File: src/rtl/syncfifo_pkg.sv
// Shared defaults and helpers for the parametrised sync FIFO.
// Parity helper is used only when SYNCFIFO_PARITY_EN is defined.
package syncfifo_pkg;

  localparam int DEF_WIDTH = 32;
  localparam int DEF_DEPTH = 64;
  // Parity is width-agnostic: callers zero-extend, which leaves XOR parity unchanged.
  localparam int PAR_MAX_W = 1024;

  function automatic logic even_parity(input logic [PAR_MAX_W-1:0] d);
    return ^d;
  endfunction

endpackage

File: src/rtl/syncfifo_mem.sv
// DEPTH x W storage: one write port, one registered read port, no array reset.
// Only the read-data register is reset so dout starts at zero.
module syncfifo_mem #(
  parameter int W     = 32,
  parameter int DEPTH = 64,
  parameter int AW    = 6
) (
  input  logic          clk,
  input  logic          rstn,
  input  logic          we,
  input  logic [AW-1:0] waddr,
  input  logic [W-1:0]  wdata,
  input  logic          re,
  input  logic [AW-1:0] raddr,
  output logic [W-1:0]  rdata
);

  logic [W-1:0] mem_array [DEPTH];

  always_ff @(posedge clk) begin
    if (we) mem_array[waddr] <= wdata;
  end

  always_ff @(posedge clk or negedge rstn) begin
    if (!rstn)   rdata <= '0;
    else if (re) rdata <= mem_array[raddr];
  end

endmodule

File: src/rtl/syncfifo_param.sv
// Parametrised single-clock circular FIFO with count, thresholds, sticky errors, flush.
// Define SYNCFIFO_PARITY_EN to store and check an even-parity bit per word.
module syncfifo_param
  import syncfifo_pkg::*;
#(
  parameter int WIDTH     = DEF_WIDTH,
  parameter int DEPTH     = DEF_DEPTH,
  parameter int AFULL_TH  = 56,
  parameter int AEMPTY_TH = 8
) (
  input  logic                     clk,
  input  logic                     rstn,
  input  logic                     we,
  input  logic [WIDTH-1:0]         din,
  input  logic                     re,
  input  logic                     flush,
  input  logic                     clr_err,
  output logic [WIDTH-1:0]         dout,
  output logic                     rd_valid,
  output logic                     full,
  output logic                     empty,
  output logic                     afull,
  output logic                     aempty,
  output logic [$clog2(DEPTH):0]   count,
  output logic                     overflow,
  output logic                     underflow,
  output logic                     parity_err
);

  localparam int AW = $clog2(DEPTH);
`ifdef SYNCFIFO_PARITY_EN
  localparam int MW = WIDTH + 1;
`else
  localparam int MW = WIDTH;
`endif

  logic [AW:0]   wr_ptr_reg, rd_ptr_reg, count_reg, count_next;
  logic          rd_valid_reg, overflow_reg, underflow_reg;
  logic          wr_acc, rd_acc, wr_go, rd_go;
  logic [MW-1:0] mem_wdata, mem_rdata;

  assign full   = (count_reg == (AW+1)'(DEPTH));
  assign empty  = (count_reg == '0);
  assign afull  = (count_reg >= (AW+1)'(AFULL_TH));
  assign aempty = (count_reg <= (AW+1)'(AEMPTY_TH));

  assign wr_acc = we & ~full;
  assign rd_acc = re & ~empty;
  // Flush swallows both requests; it also suppresses the error flags they would raise.
  assign wr_go  = wr_acc & ~flush;
  assign rd_go  = rd_acc & ~flush;

  assign count_next = count_reg + {{AW{1'b0}}, wr_go} - {{AW{1'b0}}, rd_go};

  always_ff @(posedge clk or negedge rstn) begin
    if (!rstn) begin
      wr_ptr_reg    <= '0;
      rd_ptr_reg    <= '0;
      count_reg     <= '0;
      rd_valid_reg  <= 1'b0;
      overflow_reg  <= 1'b0;
      underflow_reg <= 1'b0;
    end else begin
      if (flush) begin
        wr_ptr_reg   <= '0;
        rd_ptr_reg   <= '0;
        count_reg    <= '0;
        rd_valid_reg <= 1'b0;
      end else begin
        if (wr_go) wr_ptr_reg <= wr_ptr_reg + (AW+1)'(1);
        if (rd_go) rd_ptr_reg <= rd_ptr_reg + (AW+1)'(1);
        count_reg    <= count_next;
        rd_valid_reg <= rd_go;
      end
      if (we & full & ~flush) overflow_reg <= 1'b1;
      else if (clr_err)       overflow_reg <= 1'b0;
      if (re & empty & ~flush) underflow_reg <= 1'b1;
      else if (clr_err)        underflow_reg <= 1'b0;
    end
  end

`ifdef SYNCFIFO_PARITY_EN
  assign mem_wdata  = {even_parity(PAR_MAX_W'(din)), din};
  // Checked on the registered read word, so the pulse lines up with rd_valid.
  assign parity_err = rd_valid_reg &
                      (even_parity(PAR_MAX_W'(mem_rdata[WIDTH-1:0])) != mem_rdata[WIDTH]);
`else
  assign mem_wdata  = din;
  assign parity_err = 1'b0;
`endif

  syncfifo_mem #(
    .W     (MW),
    .DEPTH (DEPTH),
    .AW    (AW)
  ) u_mem (
    .clk   (clk),
    .rstn  (rstn),
    .we    (wr_go),
    .waddr (wr_ptr_reg[AW-1:0]),
    .wdata (mem_wdata),
    .re    (rd_go),
    .raddr (rd_ptr_reg[AW-1:0]),
    .rdata (mem_rdata)
  );

  assign dout      = mem_rdata[WIDTH-1:0];
  assign rd_valid  = rd_valid_reg;
  assign count     = count_reg;
  assign overflow  = overflow_reg;
  assign underflow = underflow_reg;

endmodule
File: config.mk
export PLATFORM = sky130hd
export DESIGN_NAME = syncfifo_param
export DESIGN_NICKNAME = d
export VERILOG_FILES = /design/src/rtl/syncfifo_pkg.sv /design/src/rtl/syncfifo_mem.sv /design/src/rtl/syncfifo_param.sv
export SDC_FILE = /design/constraint.sdc
export NUM_CORES = 2
export LEC_CHECK = 0
export CAP_MARGIN = 20
export CORE_ASPECT_RATIO = 1.5
export CORE_UTILIZATION = 30
export CTS_CLUSTER_DIAMETER = 40
export CTS_CLUSTER_SIZE = 12
export DETAILED_ROUTE_END_ITERATION = 10
export PLACE_DENSITY = 0.5
export SLEW_MARGIN = 20
export SYNTH_ARGS = -nofsm -noshare
export SYNTH_HDL_FRONTEND = slang
export SYNTH_SLANG_ARGS = --single-unit
File: constraint.sdc
create_clock -name clk -period 4.8 [get_ports clk]
set_input_delay 0.96 -clock clk [delete_from_list [all_inputs] [get_ports clk]]
set_output_delay 0.96 -clock clk [all_outputs]
set_load 0.05 [all_outputs]
## Yosys cells after proc, flatten, opt, wreduce, memory -nomap -nowiden

Memories as Yosys holds them, arrays and structs flattened. A register that Yosys moved wholly into a read port is not among the register bits.
Index checks and enable logic that the tools add are counted.

| storage, ports and cells | value |
|---|---|
| flip-flop bits (word level) | 24 |
| output and inout port bits | 47 |
| memory bits (writable) | 2048 |
| logic and storage cells | 42 |
| bits in read-only memories | 0 |
| bits in latches | 0 |
| memories kept | 1 |

Memory list:

| memory | words | width | read ports | clocked after Yosys merged registers in | wr ports | RTL line | source |
|---|---|---|---|---|---|---|---|
| u_mem.mem_array | 64 | 32 | 1 | 1 | 1 | syncfifo_mem.sv:18 | `logic [W-1:0] mem_array [DEPTH];` |

| operators by class | value |
|---|---|
| div/mod/pow operators | 0 |
| reduce and logical (&&, ||, !) cells | 6 |
| $lt $le $gt $ge | 2 |
| bitwise gates (word level) | 11 |
| multipliers | 0 |
| eq/ne operators | 1 |
| add/sub/neg operators | 4 |
| shift operators | 0 |
| multiplexer cells | 11 |

Operators by type and width:

| cell | number |
|---|---|
| 2-to-1 mux 7 bit | 5 |
| adder 7 x 1 -> 7 bit, second input constant | 2 |
| AND 1 bit | 8 |
| nonzero test 2 bit | 4 |
| adder 7 x 1 -> 7 bit | 1 |
| == test 7 bit, second input constant | 1 |
| greater-or-equal comparator 7 x 6 -> 1 bit, second input constant | 1 |
| less-or-equal comparator 7 x 4 -> 1 bit, second input constant | 1 |
| zero test 7 bit | 1 |
| subtractor 7 x 1 -> 7 bit | 1 |
| 2-to-1 mux 1 bit | 6 |
| NOT 1 bit | 3 |
| zero test 1 bit | 1 |

## Logic depth before layout (Yosys ltp)

| logic depth | value |
|---|---|
| depth after elaboration | 7 |
| gate-level depth with buffers | 18 |

## Modules after synthesis

From an unflattened synthesis, not the netlist that was laid out.

| unflattened totals | value |
|---|---|
| cells, all modules | 3990 |
| area, all modules | 81443.1 sq um |

By module, submodules not included:

| module | times used | cells an instance | area each (sq um) |
|---|---|---|---|
| syncfifo_mem | 1 | 3843 | 79990.5 |
| syncfifo_param | 1 | 147 | 1452.6 |

## Least setup slack after synthesis

OpenSTA, ideal clock, no wires.

| path | value |
|---|---|
| path kind | reg2reg |
| from | reg count_reg[4] (netlist: count[4]) |
| to | mem u_mem.mem_array[63][0] (enable) |
| cell stages (with the launch flop) | 10 |
| buffers on the path | 1 |
| data required time | 4.379 ns |
| setup time | 0.421 ns |
| path slack | 0.880 ns |
| period minus slack after synthesis | 3.920 ns |
| data arrival time | 3.499 ns |
| cells stage by stage | dfrtp_1 -> inv_1 -> ha_1 -> and4bb_1 -> nand2_1 -> and2_1 -> clkbuf_1 -> and3_1 -> nand3_1 -> nor2_1 |

| between the ends | value |
|---|---|
| cells in the longest elaborated chain, start to end | 6 |

RTL lines:

| what | RTL line | source |
|---|---|---|
| start: declaration | syncfifo_param.sv:37 | `logic [AW:0] wr_ptr_reg, rd_ptr_reg, count_reg, count_next;` |
| start signal: assignment | syncfifo_param.sv:72 | `count_reg <= count_next;` |
| == test 7 bit | syncfifo_param.sv:42 | `assign full = (count_reg == (AW+1)'(DEPTH));` |
| NOT 1 bit | syncfifo_param.sv:47 | `assign wr_acc = we & ~full;` |
| AND 1 bit | syncfifo_param.sv:47 |  |
| AND 1 bit | syncfifo_param.sv:50 | `assign wr_go = wr_acc & ~flush;` |
| 2-to-1 mux 1 bit | syncfifo_mem.sv:21 | `if (we) mem_array[waddr] <= wdata;` |
| 2-to-1 mux 1 bit (implied by the code) | syncfifo_mem.sv:21 |  |
| end: declaration | syncfifo_mem.sv:18 |  |

Every way passes these cells.

## Worst setup path after layout

| path | value |
|---|---|
| from | reg count_reg[4] (netlist: count[4]) |
| to | mem u_mem.mem_array[18][28] (enable) |

Same word-level chain as after synthesis.

==> summary.md <==
| Metric | Value |
|---|---|
| Status | finished clean |
| TritonRoute pass-1 iters | 6 |
| Tot Pwr | 43800 µW |
| Worst-path clk slew | 0.06 ns |
| Max clock buf depth | 4 |
| Tcrit/Tclk final | 82.7% |
| Worst-path fanout max | 25 |
| Reg-to-Reg Start | count[4] |
| Worst slack at placement | between 0.4 and 0.5 ns |
| Syn_nets | 3891 |
| P per Cell Area | about 470 nW/µm² |
| Mux cell area share after synthesis | 15.4% |
| Count of input and output buffers | 83 |
| Global Route Usage Sum | approximately 18% |
| Final setup vio count | 0 |
| Lkg Pwr | 0.0282 µW |
| Largest family of logic cells by synthesized area | multiplexers |
| DR iter-0 viols | 3410 |
| Share of cells above drive strength 1 | 24.8% |
| CP Capture Point | u_mem.mem_array[18][28] |
| Core ar. | 268000 µm² |
| Hold Buf Count CTS | 0 |
| Fmax | 252 MHz |
| Filler cells | 24900 |
| Synth Flop Type | edfxtp_1 |
| Slew margin rel. | 22.4% |
| Ports | 85 |
| Crit-path slowest cell | nor3_1 |
| Drt wl/cell | 31.0 µm |
| Placed instance area | 87800 µm² |
| Fin. max-slew vios | 0 |
| # resized after CTS | 0 |
| Gp weighted congestion | 0.872 |
| Setup ws final | 0.832 ns |
| Critical path data required time | 5.29 ns |
| Die Y | 638 µm |
| Area Overhead vs Synth | 16.3% |
| First-pass GRT wire length | ~340000 µm |
| TritonCTS buffer count | 214 |
| Crit path launch | count[4] |
| Synth Area in XOR/XNOR | less than 1% |
| Final WL | 242000 µm |
| Number of global-route vias before repair | 41200 |
| Die W | 426 µm |
| Pin count of the biggest net entering global routing | 98 |
| Fin nets | 4225 |
| Die area | 272000 µm² |
| Synth Area in Compound Gates | 3.45% |
| Number of synthesized flops with an enable pin | 2048 |
| CP Capture Type | register |
| Maximum VDD drop | 0.308 mV |
| R2r worst-path depth | 10 |
| Cell count after synthesis | 3835 |
| Final number of hold-violating endpoints | 0 |
| Multi-input combinational cell area | 17400 µm² |
| Register-to-register setup slack | 0.83 ns |
| Maxcap violations | 0 |
| Postcts setup bufs | 0 |
| Post-synth cell types | 59 |
| # H-tree levels | 4 |
| Sinks on Clock Net | 2102 |
| RSZ-0062 raised after global routing | no |
| Initial Utilization | 30.1% |
| Overflow after GRT | 0 |
| Capture point of the worst reg-to-reg path | u_mem.mem_array[18][28] |
| Clk_lat worst skew | 0.86 ns |
| Final ANT Viol Nets | 0 |
| Fin area | 94000 µm² |
| FP Rows | 233 |
| YS warnings | 0 |
| Mean area per synthesized cell | 21.1 µm² |
| Worst hold path class | in -> async |
| Initial antenna violation count | 21 |
| Vias | 39500 |
| Dpl hpwl | 149000 µm |
| Seq/Total Area, Yosys | 77.7% |
| Most common cell after layout, fill and taps aside | edfxtp_1 |
| Cells along the critical path | inv_1 > ha_1 > and4bb_1 > nand2_1 > nand2_1 > nor3_1 > nand2_1 > buf_4 > nor2_4 > buf_4 |
| FF/Latch Area | 62900 µm² |
| TNS Setup | 0 ns |
| CTS tree | built |
| Worst hold slack | about 0.27 ns |
| CP startpoint kind | register |
| Synthesized flop and latch total | ~2100 |
| CTS Root Cell | clkbuf_16 |
| Commonest cells after routing, fill and taps aside | edfxtp_1 (2048), mux4_2 (383), mux2i_1 (348) |
| Fraction of registers with async set/reset | 2.57% |
| Crit path DAT | 4.46 ns |
| CP dominant cell by count | nand2_1 |
| Clock Skew | 0.0351 ns |
| Largest register FFs | 2048 |
| Syn Std Cell Area | slightly above 80000 µm² |
| Worst-margin pin slew | 1.16 ns |
| Avg Vias per Cell | 5.06 |
| Simple-gate share of the synthesized area | roughly 1.6% |
| WS Path Type | reg -> reg |
| # DRC | 0 |
| Post-Synth Adder-Cell Area | 0.288% |
| CP max stage delay | 0.65 ns |
| Minimum clock period | 3.97 ns |
-- synthesized netlist by cell type (17+ instances only) --
master,number,area (µm²)
ha_1,17,213
buf_1,17,63.8
clkbuf_1,80,300
o211ai_1,28,210
o221a_2,23,259
dfrtp_1,54,1350
inv_1,17,63.8
a22oi_1,97,728
buf_2,90,450
edfxtp_1,2048,61500
a31oi_1,28,175
mux4_2,383,8630
o22ai_1,35,219
nor2_1,90,338
buf_4,28,210
a21oi_1,105,526
o21ai_0,23,115
mux2_2,28,315
mux2i_1,348,3480
a211oi_1,31,233
nand2_1,90,338
nand3_1,63,315
-- where the power goes --
part / switching, µW / internal (µW) / total (µW)
combinational: 4310 / 3070 / 7380
sequential: 573 / 20400 / 20900
clock: 6810 / 8650 / 15500
-- cell type report --
type,instances,share of cell area (%)
repair buffers,336,3.27
diodes,4,0.0106
flip-flops and latches,2102,66.9
clock buffers,291,6.16
multi-input cells,1495,18.5
inverters,20,0.0799
clock inverters,32,0.382
well taps,3525,4.69
-- critical path, delay by kind of cell, from the launching register on --
kind	cells	cell delay (ns)
AND/OR/NAND/NOR	6	1.99
adder cells (fa/ha/maj)	1	0.20
buffers and inverters	3	0.95
flip-flops	1	0.45
-- cells by family after synthesis --
family                     Yosys count
DFF                               2102
muxes                              759
AOI/OAI and AO/OA                  412
and+or+nand+nor                    294
buffers and inverters              238
adders and majority gates           18
xor gates and xnor gates            11
other                                1
-- stage by stage --
stage	instances	utilization, %
after global placement	7478	32.8
after global routing	7802	35.0
after CTS	7801	35.0
after floorplan	3835	-
after detailed placement	7478	32.8
final	7805	35.0
-- metal layers --
| metal | global-route usage [%] | up-vias | routed length [µm] |
|---|---|---|---|
| met1 | 20.7 | 21400 | 90800 |
| met4 | 7.59 | 10 | 11200 |
| met5 | 0 | - | 47 |
| met3 | 2.36 | 335 | 12100 |
| met2 | 31.9 | 1162 | 128000 |
| li1 | - | 16600 | - |
-- how the worst min path moves through the flow --
stage	startpoint	endpoint	slack (ns)	depth (start not counted)
global placement	overflow	overflow	0.48	1
CTS	rstn	u_mem.rdata[1]	0.24	1
finish	rstn	u_mem.rdata[14]	0.27	1
detailed placement	underflow	underflow	0.48	1
global route	rstn	wr_ptr_reg[5]	0.30	1
floorplan	wr_ptr_reg[0]	wr_ptr_reg[0]	0.57	2
Note: power is estimated with default switching activity, not from simulation.
